[src/rtl/mem_stage_pkg.sv]
// Shared types and encodings for the memory-access stage.
// Holds the FSM state enum, the instruction-class code, the funct3 encodings and the branch condition helper.
package mem_stage_pkg;

  typedef enum logic [1:0] {
    S_IDLE = 2'd0,
    S_REQ  = 2'd1,
    S_WAIT = 2'd2,
    S_OUT  = 2'd3
  } state_t;

  localparam logic [2:0] ITYPE_BRANCH = 3'd4;

  localparam logic [2:0] F3_LB  = 3'b000;
  localparam logic [2:0] F3_LH  = 3'b001;
  localparam logic [2:0] F3_LW  = 3'b010;
  localparam logic [2:0] F3_LD  = 3'b011;
  localparam logic [2:0] F3_LBU = 3'b100;
  localparam logic [2:0] F3_LHU = 3'b101;
  localparam logic [2:0] F3_LWU = 3'b110;
  localparam logic [2:0] F3_ILL = 3'b111;

  localparam logic [2:0] F3_BEQ = 3'b000;
  localparam logic [2:0] F3_BNE = 3'b001;
  localparam logic [2:0] F3_BLT = 3'b100;
  localparam logic [2:0] F3_BGE = 3'b101;

  // Encodings 110 and 111 are never taken.
  function automatic logic branch_taken(input logic [2:0] f3, input logic zero, input logic ltz);
    logic t;
    case (f3)
      F3_BEQ:  t = zero;
      F3_BNE:  t = ~zero;
      F3_BLT:  t = ltz;
      F3_BGE:  t = ~ltz;
      default: t = 1'b0;
    endcase
    return t;
  endfunction

endpackage

[src/rtl/mem_stage_if.sv]
// Data-memory request/response port of the memory-access stage.
// The stage side connects through the master modport and the memory side through the slave modport.
interface mem_stage_if;
  logic        dmem_req_valid_o;
  logic        dmem_req_ready_i;
  logic        dmem_we_o;
  logic [63:0] dmem_addr_o;
  logic [63:0] dmem_wdata_o;
  logic [7:0]  dmem_be_o;
  logic        dmem_rsp_valid_i;
  logic [63:0] dmem_rdata_i;

  modport master (
    output dmem_req_valid_o, dmem_we_o, dmem_addr_o, dmem_wdata_o, dmem_be_o,
    input  dmem_req_ready_i, dmem_rsp_valid_i, dmem_rdata_i
  );

  modport slave (
    input  dmem_req_valid_o, dmem_we_o, dmem_addr_o, dmem_wdata_o, dmem_be_o,
    output dmem_req_ready_i, dmem_rsp_valid_i, dmem_rdata_i
  );
endinterface

[src/rtl/mem_lane_align.sv]
// Byte-lane logic: store enables and data shift, load extraction with extension, and fault detection.
// Purely combinational; access size comes from funct3[1:0].
module mem_lane_align
  import mem_stage_pkg::*;
(
  input  logic [2:0]  off_i,
  input  logic [2:0]  funct3_i,
  input  logic        is_load_i,
  input  logic        is_store_i,
  input  logic [63:0] wdata_i,
  input  logic [63:0] rdata_i,
  output logic [7:0]  be_o,
  output logic [63:0] wdata_o,
  output logic [63:0] ldata_o,
  output logic        fault_o
);

  logic [7:0]  mask;
  logic        misalign;
  logic        illegal;
  logic [5:0]  sh;
  logic [63:0] shifted;

  assign sh = {off_i, 3'b000};

  always_comb begin
    mask     = '0;
    misalign = 1'b0;
    case (funct3_i[1:0])
      2'b00: mask = 8'h01;
      2'b01: begin
        mask     = 8'h03;
        misalign = off_i[0];
      end
      2'b10: begin
        mask     = 8'h0F;
        misalign = |off_i[1:0];
      end
      default: begin
        mask     = 8'hFF;
        misalign = |off_i;
      end
    endcase
  end

  assign be_o    = mask << off_i;
  assign wdata_o = wdata_i << sh;
  assign shifted = rdata_i >> sh;

  always_comb begin
    ldata_o = '0;
    case (funct3_i)
      F3_LB:   ldata_o = {{56{shifted[7]}}, shifted[7:0]};
      F3_LH:   ldata_o = {{48{shifted[15]}}, shifted[15:0]};
      F3_LW:   ldata_o = {{32{shifted[31]}}, shifted[31:0]};
      F3_LD:   ldata_o = shifted;
      F3_LBU:  ldata_o = {56'd0, shifted[7:0]};
      F3_LHU:  ldata_o = {48'd0, shifted[15:0]};
      F3_LWU:  ldata_o = {32'd0, shifted[31:0]};
      default: ldata_o = '0;
    endcase
  end

  assign illegal = (is_load_i && (funct3_i == F3_ILL)) || (is_store_i && funct3_i[2]);
  assign fault_o = (is_load_i | is_store_i) & (misalign | illegal);

endmodule

[src/rtl/mem_stage.sv]
// Memory-access stage between the XM and MW pipeline registers: issues data-memory loads/stores,
// resolves conditional branches and hands write-back fields downstream over valid/ready.
module mem_stage
  import mem_stage_pkg::*;
#(
  parameter int unsigned RspTimeout  = 0,
  parameter logic [2:0]  ITypeBranch = ITYPE_BRANCH
) (
  input  logic               clk_i,
  input  logic               reset_i,
  input  logic               valid_i,
  output logic               ready_o,
  input  logic               zero_i,
  input  logic               ltz_i,
  input  logic [63:0]        BranchPC_i,
  input  logic [63:0]        result_i,
  input  logic [63:0]        MuxRes_i,
  input  logic [4:0]         rd_i,
  input  logic               RegWrite_i,
  input  logic               MemWrite_i,
  input  logic               MemRead_i,
  input  logic               MemToReg_i,
  input  logic [2:0]         funct3_i,
  input  logic [2:0]         I_Type_i,
  mem_stage_if.master        dmem,
  output logic               branch_taken_o,
  output logic [63:0]        branch_target_o,
  output logic               fault_o,
  output logic               valid_o,
  input  logic               ready_i,
  output logic [63:0]        ReadData_o,
  output logic [63:0]        result_o,
  output logic [4:0]         rd_o,
  output logic               RegWrite_o,
  output logic               MemToReg_o
);

  state_t      state_q;
  logic [63:0] result_q, muxres_q, readdata_q, target_q;
  logic [4:0]  rd_q;
  logic [2:0]  funct3_q;
  logic        regwrite_q, memtoreg_q, load_q, store_q, taken_q, fault_q;
  logic [31:0] cnt_q;

  logic        accept, is_branch, in_load, in_store, use_in, req_active, timeout;
  logic [2:0]  al_off, al_f3;
  logic        al_load, al_store, al_fault;
  logic [63:0] al_wdata, al_wdata_sh, al_ldata;
  logic [7:0]  al_be;

  assign ready_o   = (state_q == S_IDLE) || ((state_q == S_OUT) && ready_i);
  assign accept    = valid_i && ready_o;
  assign is_branch = (I_Type_i == ITypeBranch);
  // A beat with both MemRead and MemWrite set is a load.
  assign in_load   = MemRead_i && !is_branch;
  assign in_store  = MemWrite_i && !MemRead_i && !is_branch;

  // The lane aligner sees the incoming beat while accepting (fault check)
  // and the captured beat while the access is in flight.
  assign use_in   = (state_q == S_IDLE) || (state_q == S_OUT);
  assign al_off   = use_in ? result_i[2:0] : result_q[2:0];
  assign al_f3    = use_in ? funct3_i      : funct3_q;
  assign al_load  = use_in ? in_load       : load_q;
  assign al_store = use_in ? in_store      : store_q;
  assign al_wdata = use_in ? MuxRes_i      : muxres_q;

  mem_lane_align u_align (
    .off_i     (al_off),
    .funct3_i  (al_f3),
    .is_load_i (al_load),
    .is_store_i(al_store),
    .wdata_i   (al_wdata),
    .rdata_i   (dmem.dmem_rdata_i),
    .be_o      (al_be),
    .wdata_o   (al_wdata_sh),
    .ldata_o   (al_ldata),
    .fault_o   (al_fault)
  );

  assign req_active            = (state_q == S_REQ);
  assign dmem.dmem_req_valid_o = req_active;
  assign dmem.dmem_we_o        = req_active && store_q;
  assign dmem.dmem_addr_o      = req_active ? {result_q[63:3], 3'b000} : '0;
  assign dmem.dmem_be_o        = req_active ? al_be : '0;
  assign dmem.dmem_wdata_o     = req_active ? al_wdata_sh : '0;

  assign timeout = (RspTimeout != 0) && (cnt_q == RspTimeout - 1);

  always_ff @(posedge clk_i or posedge reset_i) begin
    if (reset_i) begin
      state_q    <= S_IDLE;
      result_q   <= '0;
      muxres_q   <= '0;
      readdata_q <= '0;
      target_q   <= '0;
      rd_q       <= '0;
      funct3_q   <= '0;
      regwrite_q <= 1'b0;
      memtoreg_q <= 1'b0;
      load_q     <= 1'b0;
      store_q    <= 1'b0;
      taken_q    <= 1'b0;
      fault_q    <= 1'b0;
      cnt_q      <= '0;
    end else begin
      taken_q <= 1'b0;
      fault_q <= 1'b0;
      case (state_q)
        S_IDLE, S_OUT: begin
          if (accept) begin
            result_q   <= result_i;
            muxres_q   <= MuxRes_i;
            readdata_q <= '0;
            rd_q       <= rd_i;
            funct3_q   <= funct3_i;
            regwrite_q <= RegWrite_i && !al_fault;
            memtoreg_q <= MemToReg_i;
            load_q     <= in_load;
            store_q    <= in_store;
            fault_q    <= al_fault;
            cnt_q      <= '0;
            if (is_branch) begin
              taken_q  <= branch_taken(funct3_i, zero_i, ltz_i);
              target_q <= BranchPC_i;
            end
            state_q <= ((in_load || in_store) && !al_fault) ? S_REQ : S_OUT;
          end else if (state_q == S_OUT && ready_i) begin
            state_q <= S_IDLE;
          end
        end
        S_REQ: begin
          if (dmem.dmem_req_ready_i) state_q <= store_q ? S_OUT : S_WAIT;
        end
        S_WAIT: begin
          if (dmem.dmem_rsp_valid_i) begin
            readdata_q <= al_ldata;
            state_q    <= S_OUT;
          end else if (timeout) begin
            fault_q    <= 1'b1;
            regwrite_q <= 1'b0;
            state_q    <= S_OUT;
          end else begin
            cnt_q <= cnt_q + 32'd1;
          end
        end
        default: state_q <= S_IDLE;
      endcase
    end
  end

  assign valid_o         = (state_q == S_OUT);
  assign branch_taken_o  = taken_q;
  assign branch_target_o = target_q;
  assign fault_o         = fault_q;
  assign ReadData_o      = readdata_q;
  assign result_o        = result_q;
  assign rd_o            = rd_q;
  assign RegWrite_o      = regwrite_q;
  assign MemToReg_o      = memtoreg_q;

endmodule
[src/flat_wrapper.sv]
// flat-port wrapper written by rule: the top's interface ports become plain ports
module mem_stage_flat import mem_stage_pkg::*;
#(
  parameter int unsigned RspTimeout  = 0,
  parameter logic [2:0]  ITypeBranch = ITYPE_BRANCH
)
  (clk_i, reset_i, valid_i, ready_o, zero_i, ltz_i, BranchPC_i, result_i, MuxRes_i, rd_i, RegWrite_i, MemWrite_i, MemRead_i, MemToReg_i, funct3_i, I_Type_i, branch_taken_o, branch_target_o, fault_o, valid_o, ready_i, ReadData_o, result_o, rd_o, RegWrite_o, MemToReg_o, dmem_dmem_req_valid_o, dmem_dmem_we_o, dmem_dmem_addr_o, dmem_dmem_wdata_o, dmem_dmem_be_o, dmem_dmem_req_ready_i, dmem_dmem_rsp_valid_i, dmem_dmem_rdata_i);
  mem_stage_if dmem_i ();
  input  logic clk_i;
  input  logic reset_i;
  input  logic valid_i;
  output logic ready_o;
  input  logic zero_i;
  input  logic ltz_i;
  input  logic [63:0] BranchPC_i;
  input  logic [63:0] result_i;
  input  logic [63:0] MuxRes_i;
  input  logic [4:0] rd_i;
  input  logic RegWrite_i;
  input  logic MemWrite_i;
  input  logic MemRead_i;
  input  logic MemToReg_i;
  input  logic [2:0] funct3_i;
  input  logic [2:0] I_Type_i;
  output logic branch_taken_o;
  output logic [63:0] branch_target_o;
  output logic fault_o;
  output logic valid_o;
  input  logic ready_i;
  output logic [63:0] ReadData_o;
  output logic [63:0] result_o;
  output logic [4:0] rd_o;
  output logic RegWrite_o;
  output logic MemToReg_o;
  output wire logic [$bits(dmem_i.dmem_req_valid_o)-1:0] dmem_dmem_req_valid_o;
  output wire logic [$bits(dmem_i.dmem_we_o)-1:0] dmem_dmem_we_o;
  output wire logic [$bits(dmem_i.dmem_addr_o)-1:0] dmem_dmem_addr_o;
  output wire logic [$bits(dmem_i.dmem_wdata_o)-1:0] dmem_dmem_wdata_o;
  output wire logic [$bits(dmem_i.dmem_be_o)-1:0] dmem_dmem_be_o;
  input wire logic [$bits(dmem_i.dmem_req_ready_i)-1:0] dmem_dmem_req_ready_i;
  input wire logic [$bits(dmem_i.dmem_rsp_valid_i)-1:0] dmem_dmem_rsp_valid_i;
  input wire logic [$bits(dmem_i.dmem_rdata_i)-1:0] dmem_dmem_rdata_i;
  assign dmem_dmem_req_valid_o = dmem_i.dmem_req_valid_o;
  assign dmem_dmem_we_o = dmem_i.dmem_we_o;
  assign dmem_dmem_addr_o = dmem_i.dmem_addr_o;
  assign dmem_dmem_wdata_o = dmem_i.dmem_wdata_o;
  assign dmem_dmem_be_o = dmem_i.dmem_be_o;
  assign dmem_i.dmem_req_ready_i = dmem_dmem_req_ready_i;
  assign dmem_i.dmem_rsp_valid_i = dmem_dmem_rsp_valid_i;
  assign dmem_i.dmem_rdata_i = dmem_dmem_rdata_i;
  mem_stage #(.RspTimeout(RspTimeout), .ITypeBranch(ITypeBranch)) u_core (.clk_i(clk_i), .reset_i(reset_i), .valid_i(valid_i), .ready_o(ready_o), .zero_i(zero_i), .ltz_i(ltz_i), .BranchPC_i(BranchPC_i), .result_i(result_i), .MuxRes_i(MuxRes_i), .rd_i(rd_i), .RegWrite_i(RegWrite_i), .MemWrite_i(MemWrite_i), .MemRead_i(MemRead_i), .MemToReg_i(MemToReg_i), .funct3_i(funct3_i), .I_Type_i(I_Type_i), .dmem(dmem_i), .branch_taken_o(branch_taken_o), .branch_target_o(branch_target_o), .fault_o(fault_o), .valid_o(valid_o), .ready_i(ready_i), .ReadData_o(ReadData_o), .result_o(result_o), .rd_o(rd_o), .RegWrite_o(RegWrite_o), .MemToReg_o(MemToReg_o));
endmodule
[config.mk]
export PLATFORM = sky130hd
export DESIGN_NAME = mem_stage_flat
export DESIGN_NICKNAME = d
export VERILOG_FILES = /design/src/rtl/mem_stage_pkg.sv /design/src/rtl/mem_stage_if.sv /design/src/rtl/mem_lane_align.sv /design/src/rtl/mem_stage.sv /design/src/flat_wrapper.sv
export SDC_FILE = /design/constraint.sdc
export NUM_CORES = 1
export LEC_CHECK = 0
export BUFFER_PORTS_ARGS = -buffer_cell sky130_fd_sc_hd__buf_2
export CORE_ASPECT_RATIO = 1.25
export CORE_MARGIN = 10
export CORE_UTILIZATION = 30
export DETAILED_ROUTE_END_ITERATION = 10
export RECOVER_POWER = 100
export SYNTH_ARGS = -nofsm -noshare
export SYNTH_HDL_FRONTEND = slang
export SYNTH_SLANG_ARGS = --single-unit
[constraint.sdc]
create_clock -name clk_i -period 22.1 [get_ports clk_i]
set_input_delay 2.21 -clock clk_i [delete_from_list [all_inputs] [get_ports clk_i]]
set_output_delay 2.21 -clock clk_i [all_outputs]
set_load 0.01 [all_outputs]
# Word-level counts from Yosys, hierarchy flattened
# Index checks and enable logic that the tools add are counted.
# Widths: inputs -> output; s select.
# totals
regBits	272
latchBits	0
ramBits	0
romBits	0
inputBits	279
out_inout_bits	341
n_memories	0
# classes
n_addsub	0
n_mul	0
div	0
order_cmp	0
n_eq_ne	20
shift	3
mux	27
n_bitwise	5
reduce_logical	29
# op_table
operator	count
$pmux 64 s7	1
$mux 64	5
$pmux 64 s2	1
$shl 64x6->64	1
$shr 64x6->64	1
$pmux 8 s3	1
$eq 3x3->1 const B	7
$logic_and 1x1->1	10
$mux 2	5
$reduce_and 3->1	3
$mux 1	8
$mux 8	1
$shl 8x3->8	1
$eq 2x2->1 const B	3
$eq 3x1->1 const B	2
$eq 3x2->1 const B	2
$logic_not 3->1	2
$mux 3	2
$pmux 2 s3	1
$eq 2x1->1 const B	2
$logic_not 2->1	2
$logic_or 1x1->1	4
$ne 2x2->1 const B	2
$pmux 1 s4	1
11 further kinds	16

# Longest topological paths before layout
# Gate-level depths: netlist of the first run.
# depth
depth_word	13
depth_mapped	12
ltp_nobuf	8

# Cells and area by module
# Synthesis of the first run repeated with hierarchy kept, for this count alone.
# hier_totals
cells_unflattened	1572
area_unflattened_um2	16634.7
# modules_own_cells
mod	n_inst	cells_per_inst	area_each_um2	seq_area_each_um2
mem_stage	1	979	12485.7	6806.5
mem_lane_align	1	593	4149.0	0.0

# Worst setup path before layout of the first run
# OpenSTA, ideal clock, no wires.
# synth_timing
path_kind	input -> output
from	in result_i[0]
to	out dmem_dmem_be_o[5]
arrival_ns	3.877
required_ns	19.890
slack_ns	16.013
stages	7
path_buffers	4
path_cell_list	buf_2 -> mux2_4 -> clkbuf_1 -> buf_2 -> clkbuf_1 -> o22ai_1 -> a221oi_1
# synth_via
elab_chain_cells	3
# synth_lines
element	line	source
start: declaration	flat_wrapper.sv:16	input logic [63:0] result_i;
$mux 3	mem_stage.sv:61	assign al_off = use_in ? result_i[2:0] : result_q[2:0];
$shl 8x3->8	mem_lane_align.sv:46	assign be_o = mask << off_i;
$mux 8	mem_stage.sv:84	assign dmem.dmem_be_o = req_active ? al_be : '0;
end: declaration	flat_wrapper.sv:39	output wire logic [$bits(dmem_i.dmem_be_o)-1:0] dmem_dmem_be_o;
# No other way between the ends.

# Worst setup path in the final report of the first run
# layout_timing
from	in result_i[0]
to	reg u_core.readdata_q[16], in the netlist u_core.ReadData_o[16]
# layout_via
elab_chain_cells	5
# layout_lines
element	line	source
$mux 3	mem_stage.sv:61	
$shr 64x6->64	mem_lane_align.sv:48	assign shifted = rdata_i >> sh;
$pmux 64 s7	mem_lane_align.sv:52	case (funct3_i)
$mux 64	mem_stage.sv:135	if (dmem.dmem_rsp_valid_i) begin
$pmux 64 s2	mem_stage.sv:108	case (state_q)
end signal: assignment	mem_stage.sv:136	readdata_q <= al_ldata;
end: declaration	mem_stage.sv:39	logic [63:0] result_q, muxres_q, readdata_q, target_q;
# No other way between the ends. The select of a mux whose other input is x is not followed.
# A chain may end at the register's enable or synchronous reset.

==> metrics.md, run 1 <==
| Metric | Value |
|---|---|
| Final min period | `around 10000 ps` |
| Met1 Use GR | `0.281` |
| WL/cell | `25.7 um` |
| FF/Latch Area | `about 6800 um^2` |
| Max-cap violation count | `10` |
| Post-synth EDFFs | `0` |
| Avg Vias per Cell | `roughly 5.3` |
| Nets@finish | `2666` |
| Status | `finished, violations left` |
| FF+latch count, synth | `~270` |
| Cells after synthesis | `approximately 1900` |
| Initial DRT Pass Iterations | `5` |
| Worst hold path cell count | `2` |
| Final total power | `approximately 3.6 mW` |
| Rows | `94` |
| Util after Layout | `0.385` |
| Gpl congestion | `about 0.95` |
| FILL cells | `around 5600` |
| Port bufs | `616` |
| Area leader, netlist | `dfrtp_1` |
| Initial Util | `0.302` |
| Yosys cell types | `50` |
| Post-CTS Resized | `0` |
| Max-slew violation count | `671` |
| Fmax | `98.5 MHz` |
| Arrival @ worst endpoint | `slightly above 10000 ps` |
| Met3 Use GR | `0.0836` |
| First-pass GRT wire length | `about 110000 um` |
| Worst-Margin Slew | `between 5000 and 6000 ps` |
| RR Startpoint | `u_core.state_q[0]` |
| Register area share after synthesis | `0.428` |
| Overflow after GRT | `0` |
| Setup violators final | `0` |
| Setup crit end kind | `flop` |
| Busiest grt layer | `met2` |
| Leak Pwr | `9.80 nW` |
| Average size of a mapped cell | `around 8.5 um^2` |
| Count of hold-fix buffers inserted at cts | `0` |
| Vias in the first global route | `around 16000` |
| Critical Path Source | `result_i[0]` |
| Drt initial violations | `~1500` |
| Final Cycle Share | `0.460` |
| Power density over cell area | `~180 nW/um^2` |
| Most frequent cell after synthesis | `nand2_1` |
| Data required time at the worst endpoint | `~22000 ps` |
| Mapped Area | `15900 um^2` |
| Initial antenna violation count | `27` |
| CTS Sinks | `approximately 270` |
| CP Launch Type | `input port` |
| Post-route setup TNS | `0 ps` |
| Via count | `approximately 16000` |
| Htree depth | `2` |
| CTS root buffer | `clkbuf_16` |
| Largest net degree at the start of global routing | `approximately 150` |
| Critical Path End | `u_core.ReadData_o[16]` |
| Ys flop type | `dfrtp_1` |
| Post-CTS Setup Inserts | `0` |
| GRT Overall Usage | `0.243` |
| Die W | `roughly 230 um` |
| Synth top area share | `0.428` |
| Hold Crit Class | `reg -> reg` |
| Total wire length | `around 80000 um` |
| Ys Warns | `0` |
| WS Path Type | `in -> reg` |
| Multi-input gate area | `8410 um^2` |
| Fraction of layout instances using a drive strength above 1 | `0.214` |
| Worst Path Max Fanout | `61` |
| Relative slew slack | `-2.77` |
| Commonest cells in the netlist | `nand2_1 (600), dfrtp_1 (272), mux2_2 (100)` |
| Failing checks | `max-capacitance violations, max-slew violations` |
| Die H | `277 um` |
| Detail Placement HPWL | `between 60000 and 70000 um` |
| Clock latency on the worst-skew pair | `~540 ps` |
| Max Root-Sink Buffers | `3` |
| CTS tree | `yes` |
| R2R Setup Slk | `roughly 13000 ps` |
| Capture point of the worst reg-to-reg path | `u_core.ReadData_o[16]` |
| Clock Skew | `around 16 ps` |
| DRC Markers | `0` |
| Area Growth Syn to Fin | `27.5%` |
| CTS buffer count | `34` |
| Worst R2R Path Depth | `9` |
| Core area | `52600 um^2` |
| Largest cells by area after synthesis | `dfrtp_1 (43%), nand2_1 (14%), mux2_2 (7.1%), mux2i_1 (6.1%), a21oi_1 (2.9%)` |
| Final hold viol count | `0` |
| Placed instance count | `slightly above 3000` |
| VDD IR max | `0.0877 mV` |
| FFs w/ async S/R, synth | `1.00` |
| RSZ-0062 raised after global routing | `no` |
| Hold_ws | `between 400 and 500 ps` |
| Routed Antenna Nets | `0` |
| Met2 track demand over resource | `0.395` |
| Fin cells | `about 3100` |
| Clock Pin Slew Worst Setup and Hold Paths | `60 ps` |
| Die ar. | `roughly 63000 um^2` |
| IO Pins | `between 600 and 700` |
## routing by layer
metal,part of all wire,wire length [um]
met1,0.38,30500
met2,0.47,37400
met3,0.10,7960
met4,0.046,3670
met5,0.0012,95
## report_power, final
group / total, mW / internal (mW) / switching (mW)
registers: 0.848 / 0.700 / 0.148
clock network: 0.628 / 0.396 / 0.233
logic: 2.15 / 0.709 / 1.44
total: 3.62 / 1.80 / 1.82
## cells by family (layout without fill, tap and decap cells)
family	count (synthesis)	in the layout	share of synthesized area
AOI/OAI and AO/OA	327	327	0.135
xor gates and xnor gates	1	1	0.000551
adders and majority gates	4	4	0.00315
buffers and inverters	160	706	0.0440
DFF	272	272	0.428
muxes	210	210	0.149
other	1	19	0.000236
and+or+nand+nor	884	884	0.239
## critical path, stage by stage
cell	delay, ps
clkbuf_1	600
mux2i_4	360
clkbuf_1	2440
mux4_2	530
mux2i_1	360
nor2_2	90
o21ai_0	3370
o211ai_1	290
## through the flow
stage | instance area (um^2) | setup slack, ps
after CTS | 20700 | 15000
after global routing | 20200 | 11370
after floorplan | 15900 | 12390
after detailed placement | 19400 | 14990
after global placement | 19400 | 14980
final | 20300 | 11940
## placed cells by master, fill, tap and decap left out, types with 7 or more instances in the layout
master     count
nand2_1      600
buf_2        333
clkbuf_1     295
dfrtp_1      271
mux2i_1       96
a21oi_1       93
mux2_2        87
nor2_1        78
a211oi_1      60
and2_0        45
nor2b_1       43
a31oi_1       42
nand3_1       39
o21ai_0       36
clkbuf_16     35
and3_1        27
and2_1        26
a22oi_1       23
o211ai_1      21
a221oi_1      20
diode_2       16
mux2_1        14
buf_4         13
mux4_2         9
inv_1          7
a21o_1         7
nand3b_1       7
o2bb2ai_1      7
clkbuf_8       7
bufinv_16      7
## cell type report
class,count,share of cell area
clock inverter,14,0.0127
sequential,272,0.336
multi-input combinational,1429,0.415
inverter,8,0.00154
clock buffer,46,0.0487
timing repair buffer,638,0.142
tap,672,0.0415
antenna,16,0.00198
## state kept, by name, summed over array words and instances (netlist names)
signal and count:
u_core.store_q 1, u_core.load_q 1, u_core.muxres_q 64, u_core.RegWrite_o 1
u_core.MemToReg_o 1, u_core.rd_o 5, u_core.funct3_q 3, u_core.result_o 64
u_core.branch_target_o 64, u_core.ReadData_o 64, u_core.branch_taken_o 1, u_core.state_q 2
u_core.fault_o 1
## how the worst min path moves through the flow
stage,start,to,slack (ps)
finish,u_core.rd_o[3],u_core.rd_o[3],470
global route,u_core.muxres_q[60],u_core.muxres_q[60],490
CTS,u_core.rd_o[1],u_core.rd_o[1],470
detailed placement,u_core.rd_o[1],u_core.rd_o[1],460
global placement,u_core.RegWrite_o,u_core.RegWrite_o,450
floorplan,u_core.muxres_q[56],u_core.muxres_q[56],440
No activity file was read; power rests on OpenSTA's default activity.
==> inputs of run 2 (changes only) <==
- clock period: 22.1 -> 8.7 ns (I/O delays scaled with it)
==> run 2 against run 1 <==
  * The run still ends with max-capacitance violations, max-slew violations left
  * Via count down 0.21%
  * Register-to-register slack worse by 11000 ps
  * Clock skew up 20 ps
  * Global-route usage up 0.092 points
  * Non-clock buffer count down 2
  * First-iteration DRC count up 9.7%
  * Flip-flop and latch count unchanged
  * Core utilization down 0.28 points
  * Critical endpoint is now dmem_dmem_wdata_o[54]
==> metrics.md, run 2 (synthesis gave the netlist of run 1 again) <==
| Metric | Value |
|---|---|
| Via count | `16400 (-0.21%)` |
| FILL cells | `5564 (-1.1%)` |
| Post-CTS Setup Inserts | `0 (unchanged)` |
| RR Startpoint | `u_core.state_q[0]` |
| Largest net degree at the start of global routing | `145 (-5.8%)` |
| Data required time at the worst endpoint | `7830 ps (-14460 ps)` |
| Arrival @ worst endpoint | `5990 ps (-4360 ps)` |
| Drt initial violations | `1651 (+9.7%)` |
| R2R Setup Slk | `2040 ps (-11210 ps)` |
| First-pass GRT wire length | `114000 um (+0.81%)` |
| Core area | `52600 um^2 (unchanged)` |
| Setup crit end kind | `primary output` |
| Critical Path Source | `u_core.result_o[0]` |
| Failing checks | `max-capacitance violations, max-slew violations` |
| Die W | `226 um (unchanged)` |
| Setup violators final | `0 (unchanged)` |
| Fraction of layout instances using a drive strength above 1 | `0.215 (+0.000536)` |
| Cell area after layout | `20100 um^2 (-0.73%)` |
| WL/cell | `26.0 um (+1.2%)` |
| Routed Antenna Nets | `0 (unchanged)` |
| Max-cap violation count | `9 (-1)` |
| Count of hold-fix buffers inserted at cts | `0 (unchanged)` |
| Die H | `277 um (unchanged)` |
| Area after DPL | `19400 um^2 (about the same)` |
| Max Root-Sink Buffers | `3 (unchanged)` |
| Power density over cell area | `457 nW/um^2 (+160%)` |
| Commonest non-fill, non-tap cell in the layout | `nand2_1` |
| Rows | `94 (unchanged)` |
| CTS Sinks | `272 (unchanged)` |
| Worst setup margin | `1840 ps (-10100 ps)` |
| DRC Markers | `0 (unchanged)` |
| VDD IR max | `0.230 mV (+160%)` |
| Worst-Margin Slew | `4450 ps (-1170 ps)` |
| Dpl ws | `3610 ps (-11380 ps)` |
| Gpl congestion | `0.965 (+1.1%)` |
| Hold Crit Class | `in -> reg` |
| Leak Pwr | `9.75 nW (-0.51%)` |
| CP Launch Type | `flop` |
| Htree depth | `1 (-1)` |
| Initial DRT Pass Iterations | `5 (unchanged)` |
| Overflow after GRT | `0 (unchanged)` |
| Status | `finished, violations left` |
| IO Pins | `620 (unchanged)` |
| Vias in the first global route | `16400 (-0.055%)` |
| Initial antenna violation count | `19 (-30%)` |
| Final min period | `approximately 6900 ps` |
| Post-route setup TNS | `0 ps (unchanged)` |
| RSZ-0062 raised after global routing | `no` |
| Clock Pin Slew Worst Setup and Hold Paths | `60 ps (about the same)` |
| Initial Util | `0.302 (unchanged)` |
| Detail Placement HPWL | `62100 um (+0.99%)` |
| Hold Crit Start | `result_i[26]` |
| WS Path Type | `reg -> out` |
| Fmax | `146 MHz` |
| Nets@finish | `2661 (-0.19%)` |
| Port bufs | `616 (unchanged)` |
| GRT Overall Usage | `0.244 (+0.000916)` |
| Clock Skew | `36.2 ps (+19.8 ps)` |
| Die ar. | `62600 um^2 (unchanged)` |
| Final hold viol count | `0 (unchanged)` |
| Area Growth Syn to Fin | `26.6%` |
| CTS tree | `yes` |
| CTS buffer count | `31 (-8.8%)` |
| Relative slew slack | `-1.97 (+0.801)` |
| Total wire length | `80200 um (+0.72%)` |
| Post-CTS Resized | `0 (unchanged)` |
| CTS root buffer | `clkbuf_16` |
| Max-slew violation count | `573 (-15%)` |
| Avg Vias per Cell | `5.32 (+0.25%)` |
| Final Cycle Share | `0.788` |
| Clock latency on the worst-skew pair | `610 ps (+70 ps)` |
| Commonest cells after routing, fill and taps aside | `nand2_1 (600), buf_2 (333), clkbuf_1 (291)` |
| Worst Path Max Fanout | `60 (-1.6%)` |
## run 2: cell types whose count changed in the layout (fill, tap and decap cells not counted), sizes merged
| cell | before | now |
|---|---|---|
| buf | 347 | 348 |
| diode | 16 | 8 |
| clkbuf | 337 | 328 |
| inv | 9 | 8 |
| clkinv | 3 | 6 |
## run 2: worst paths after layout
check	end	cells past startpoint
hold reg to reg	u_core.muxres_q[59]	2
hold / removal	u_core.result_o[26]	3
setup reg to reg	u_core.branch_target_o[61]	8
max in group asynchronous	u_core.funct3_q[0]	3
setup / recovery	dmem_dmem_wdata_o[54]	7
min in group asynchronous	u_core.branch_target_o[10]	2
## run 2: critical path: stages (launching register included)
cell	delay [ps]
dfrtp_1	2600
mux2_1	1250
nor2_1	250
buf_4	310
a22oi_1	410
nand2_1	100
and3_1	250
clkbuf_1	170
## run 2: area by class of cell
class / count / area, um^2 / share of cell area
antenna: 8 / 20.0 / 0.000995
clock buffer: 40 / 870 / 0.0432
clock inverter: 16 / 272 / 0.0135
inverter: 8 / 31.3 / 0.00156
multi-input combinational: 1429 / 8400 / 0.418
sequential: 272 / 6810 / 0.338
tap: 672 / 841 / 0.0418
timing repair buffer: 636 / 2870 / 0.143
## run 2: power breakdown
| group | total [mW] | internal (mW) | leakage (nW) | switching, mW |
|---|---|---|---|---|
| combinational | 5.49 | 1.77 | 5.68 | 3.72 |
| sequential | 2.21 | 1.77 | 3.51 | 0.435 |
| clock | 1.49 | 0.909 | 0.556 | 0.578 |
| total | 9.18 | 4.45 | 9.75 | 4.73 |
## run 2: through the flow
stage | util | total power [mW] | cells | hold WS, ps
4_1_cts | 0.391 | 9.30 | 3073 | 388
6_report | 0.383 | 9.18 | 3081 | 455
3_3_place_gp | 0.369 | 7.71 | 3017 | 453
5_1_grt | 0.382 | 9.77 | 3075 | 450
2_1_floorplan | - | 5.52 | 1861 | 445
3_5_place_dp | 0.369 | 7.77 | 3017 | 457
## run 2: layer usage
metal,track usage,vias to the layer above,share of wire
met1,0.290,7921,0.39
li1,-,7414,-
met5,0,-,0.0017
met3,0.0787,156,0.10
met4,0.101,20,0.044
met2,0.396,870,0.46
==> inputs of run 3 (changes only) <==
- clock period: 8.7 -> 7.1 ns (I/O delays scaled with it)
==> run 3 against run 2 <==
  * The run still ends with max-capacitance violations, max-slew violations left
  * Non-clock buffer count grew 5
  * Final cell count increased by 0.13%
  * Critical path type unchanged
  * Clock-buffer cell count is 4 higher
  * Critical path depth is 2 higher
  * Die area stayed put
  * Worst hold slack lost 220 ps
  * Clock skew fell by 29 ps
==> metrics.md, run 3 (synthesis gave the netlist of run 1 again) <==
| Metric | Value |
|---|---|
| Clk pwr share | `0.157 (-0.005)` |
| Worst path max stage delay | `1090 ps (-1510 ps)` |
| Power density over cell area | `552 nW/um^2 (+21%)` |
| Final Cycle Share | `0.805` |
| Final total power | `11.1 mW (+21%)` |
| Cell area after layout | `20100 um^2 (-0.12%)` |
| Gate power share | `0.605 (+0.007)` |
| Detail Placement HPWL | `61900 um (-0.32%)` |
| GRT Overall Usage | `0.247 (+0.00322)` |
| Area after DPL | `19400 um^2 (+0.17%)` |
| Hold Crit Class | `in -> async` |
| Commonest cells after routing, fill and taps aside | `nand2_1 (600), buf_2 (320), clkbuf_1 (302)` |
| Relative slew slack | `-1.67 (+0.298)` |
| Routed Antenna Nets | `0 (unchanged)` |
| Post-CTS Resized | `0 (unchanged)` |
| Met2 track demand over resource | `0.392 (-0.00387)` |
| Arrival @ worst endpoint | `5010 ps (-980 ps)` |
| Drt initial violations | `1513 (-8.4%)` |
| Seq pwr share | `0.238 (-0.003)` |
| Leak Pwr | `9.73 nW (-0.23%)` |
| Initial antenna violation count | `21 (+2)` |
| CTS tree | `yes` |
| Max-cap violation count | `8 (-1)` |
| Setup crit end kind | `primary output` |
| Fraction of layout instances using a drive strength above 1 | `0.214 (-0.000862)` |
| Commonest non-fill, non-tap cell in the layout | `nand2_1` |
| Util after Layout | `0.382 (-0.000453)` |
| Clock Pin Slew Worst Setup and Hold Paths | `60 ps (about the same)` |
| IO Pins | `620 (unchanged)` |
| Initial Util | `0.302 (unchanged)` |
| Vias in the first global route | `16400 (+0.030%)` |
| Overflow after GRT | `0 (unchanged)` |
| First-pass GRT wire length | `116000 um (+1.4%)` |
| Failing checks | `max-capacitance violations, max-slew violations` |
| Avg Vias per Cell | `5.29 (-0.57%)` |
| Rows | `94 (unchanged)` |
| Switching share of power | `0.521 (+0.00516)` |
| Die ar. | `62600 um^2 (unchanged)` |
| Placed instance count | `3022 (+0.17%)` |
| Setup violators final | `0 (unchanged)` |
| Area Growth Syn to Fin | `26.4%` |
| Clock latency on the worst-skew pair | `540 ps (-70 ps)` |
| Via count | `16300 (-0.44%)` |
| RSZ-0062 raised after global routing | `no` |
| Port bufs | `616 (unchanged)` |
| Busiest grt layer | `met2` |
| Core area | `52600 um^2 (unchanged)` |
| Initial DRT Pass Iterations | `7 (+2)` |
| Worst-Margin Slew | `4010 ps (-446 ps)` |
| CTS root buffer | `clkbuf_16` |
| Met1 Use GR | `0.297 (+0.00674)` |
| CTS Sinks | `272 (unchanged)` |
| Nets@finish | `2669 (+0.30%)` |
| Die W | `226 um (unchanged)` |
| Worst setup margin | `1380 ps (-462 ps)` |
| WS Path Type | `reg -> out` |
| Dpl ws | `2820 ps (-795 ps)` |
| Clock Skew | `7.13 ps (-29.1 ps)` |
| Largest net degree at the start of global routing | `149 (+2.8%)` |
| Hold_ws | `238 ps (-217 ps)` |
| Data required time at the worst endpoint | `6390 ps (-1440 ps)` |
| Count of hold-fix buffers inserted at cts | `0 (unchanged)` |
| Met3 Use GR | `0.0853 (+0.00665)` |
| FILL cells | `5560 (-0.072%)` |
| Fin cells | `3085 (+0.13%)` |
| Final min period | `about 5700 ps` |
| Htree depth | `2 (+1)` |
| Final hold viol count | `0 (unchanged)` |
| Switching power | `5.78 mW (+22%)` |
| Fmax | `about 170 MHz` |
| CTS buffer count | `34 (+9.7%)` |
| Worst-path cell chain | `inv_1 -> ha_1 -> mux2i_1 -> buf_4 -> nand2_1 -> clkbuf_1 -> o22ai_1 -> and2_1 -> buf_2` |
| CP max-delay cell | `mux2i_1` |
| Gpl congestion | `0.946 (-2.0%)` |
| Multi-input gate area | `8430 um^2 (+0.36%)` |
| Status | `finished, violations left` |
| CP Launch Type | `flop` |
| Post-route setup TNS | `0 ps (unchanged)` |
| VDD IR max | `0.433 mV (+88%)` |
| FF/Latch Area | `6810 um^2 (unchanged)` |
| Internal power | `5.32 mW (+20%)` |
| Die H | `277 um (unchanged)` |
| Worst Path Max Fanout | `39 (-35%)` |
| Total wire length | `80200 um (about the same)` |
| Max-slew violation count | `608 (+6.1%)` |
| Post-CTS Setup Inserts | `0 (unchanged)` |
| WL/cell | `26.0 um (-0.17%)` |
| DRC Markers | `0 (unchanged)` |
| Max Root-Sink Buffers | `3 (unchanged)` |
-- run 3: final timing paths --
kind                                          start  slack (ps)  cells after the start                    endpoint
max in group asynchronous                   reset_i        2560                      3       u_core.ReadData_o[17]
min in group clk_i                     result_i[47]         350                      3         u_core.result_o[47]
worst max register to register    u_core.state_q[0]        1670                     10       u_core.ReadData_o[33]
worst max-delay path              u_core.state_q[0]        1380                      9       dmem_dmem_wdata_o[47]
worst min-delay path                        reset_i         240                      2  u_core.branch_target_o[31]
worst min register to register  u_core.muxres_q[58]         470                      2         u_core.muxres_q[58]
-- run 3: worst max-delay path, delay by kind of cell, from the launching register on --
family	cells	cell delay (ps)
buffers and inverters	4	1230
multiplexers	1	1090
adder cells (fa/ha/maj)	1	1010
flip-flops	1	440
AND/OR/NAND/NOR	2	360
AO/OA/AOI/OAI	1	320
-- run 3: layout make-up --
cell class,count,share of cell area
Multi-Input combinational cell,1429,0.420
Sequential cell,272,0.339
Timing Repair Buffer,641,0.143
Clock buffer,44,0.0478
Tap cell,672,0.0419
Clock inverter,12,0.00610
Inverter,8,0.00156
Antenna cell,7,0.000872
-- run 3: power groups by stage --
| stage | Sequential (mW) | Clock, mW | Combinational, mW |
|---|---|---|---|
| finish | 2.64 | 1.74 | 6.72 |
| global route | 2.72 | 1.85 | 7.28 |
| CTS | 2.62 | 1.79 | 6.90 |
| detailed placement | 2.64 | 0 | 6.89 |
| global placement | 2.61 | 0 | 6.83 |
| floorplan | 2.73 | 0 | 4.03 |
-- run 3: per-layer routing --
layer | part of all wire | up-vias
met3 | 0.097 | 152
li1 | - | 7422
met4 | 0.044 | 22
met1 | 0.39 | 7896
met5 | 0.0020 | -
met2 | 0.46 | 817
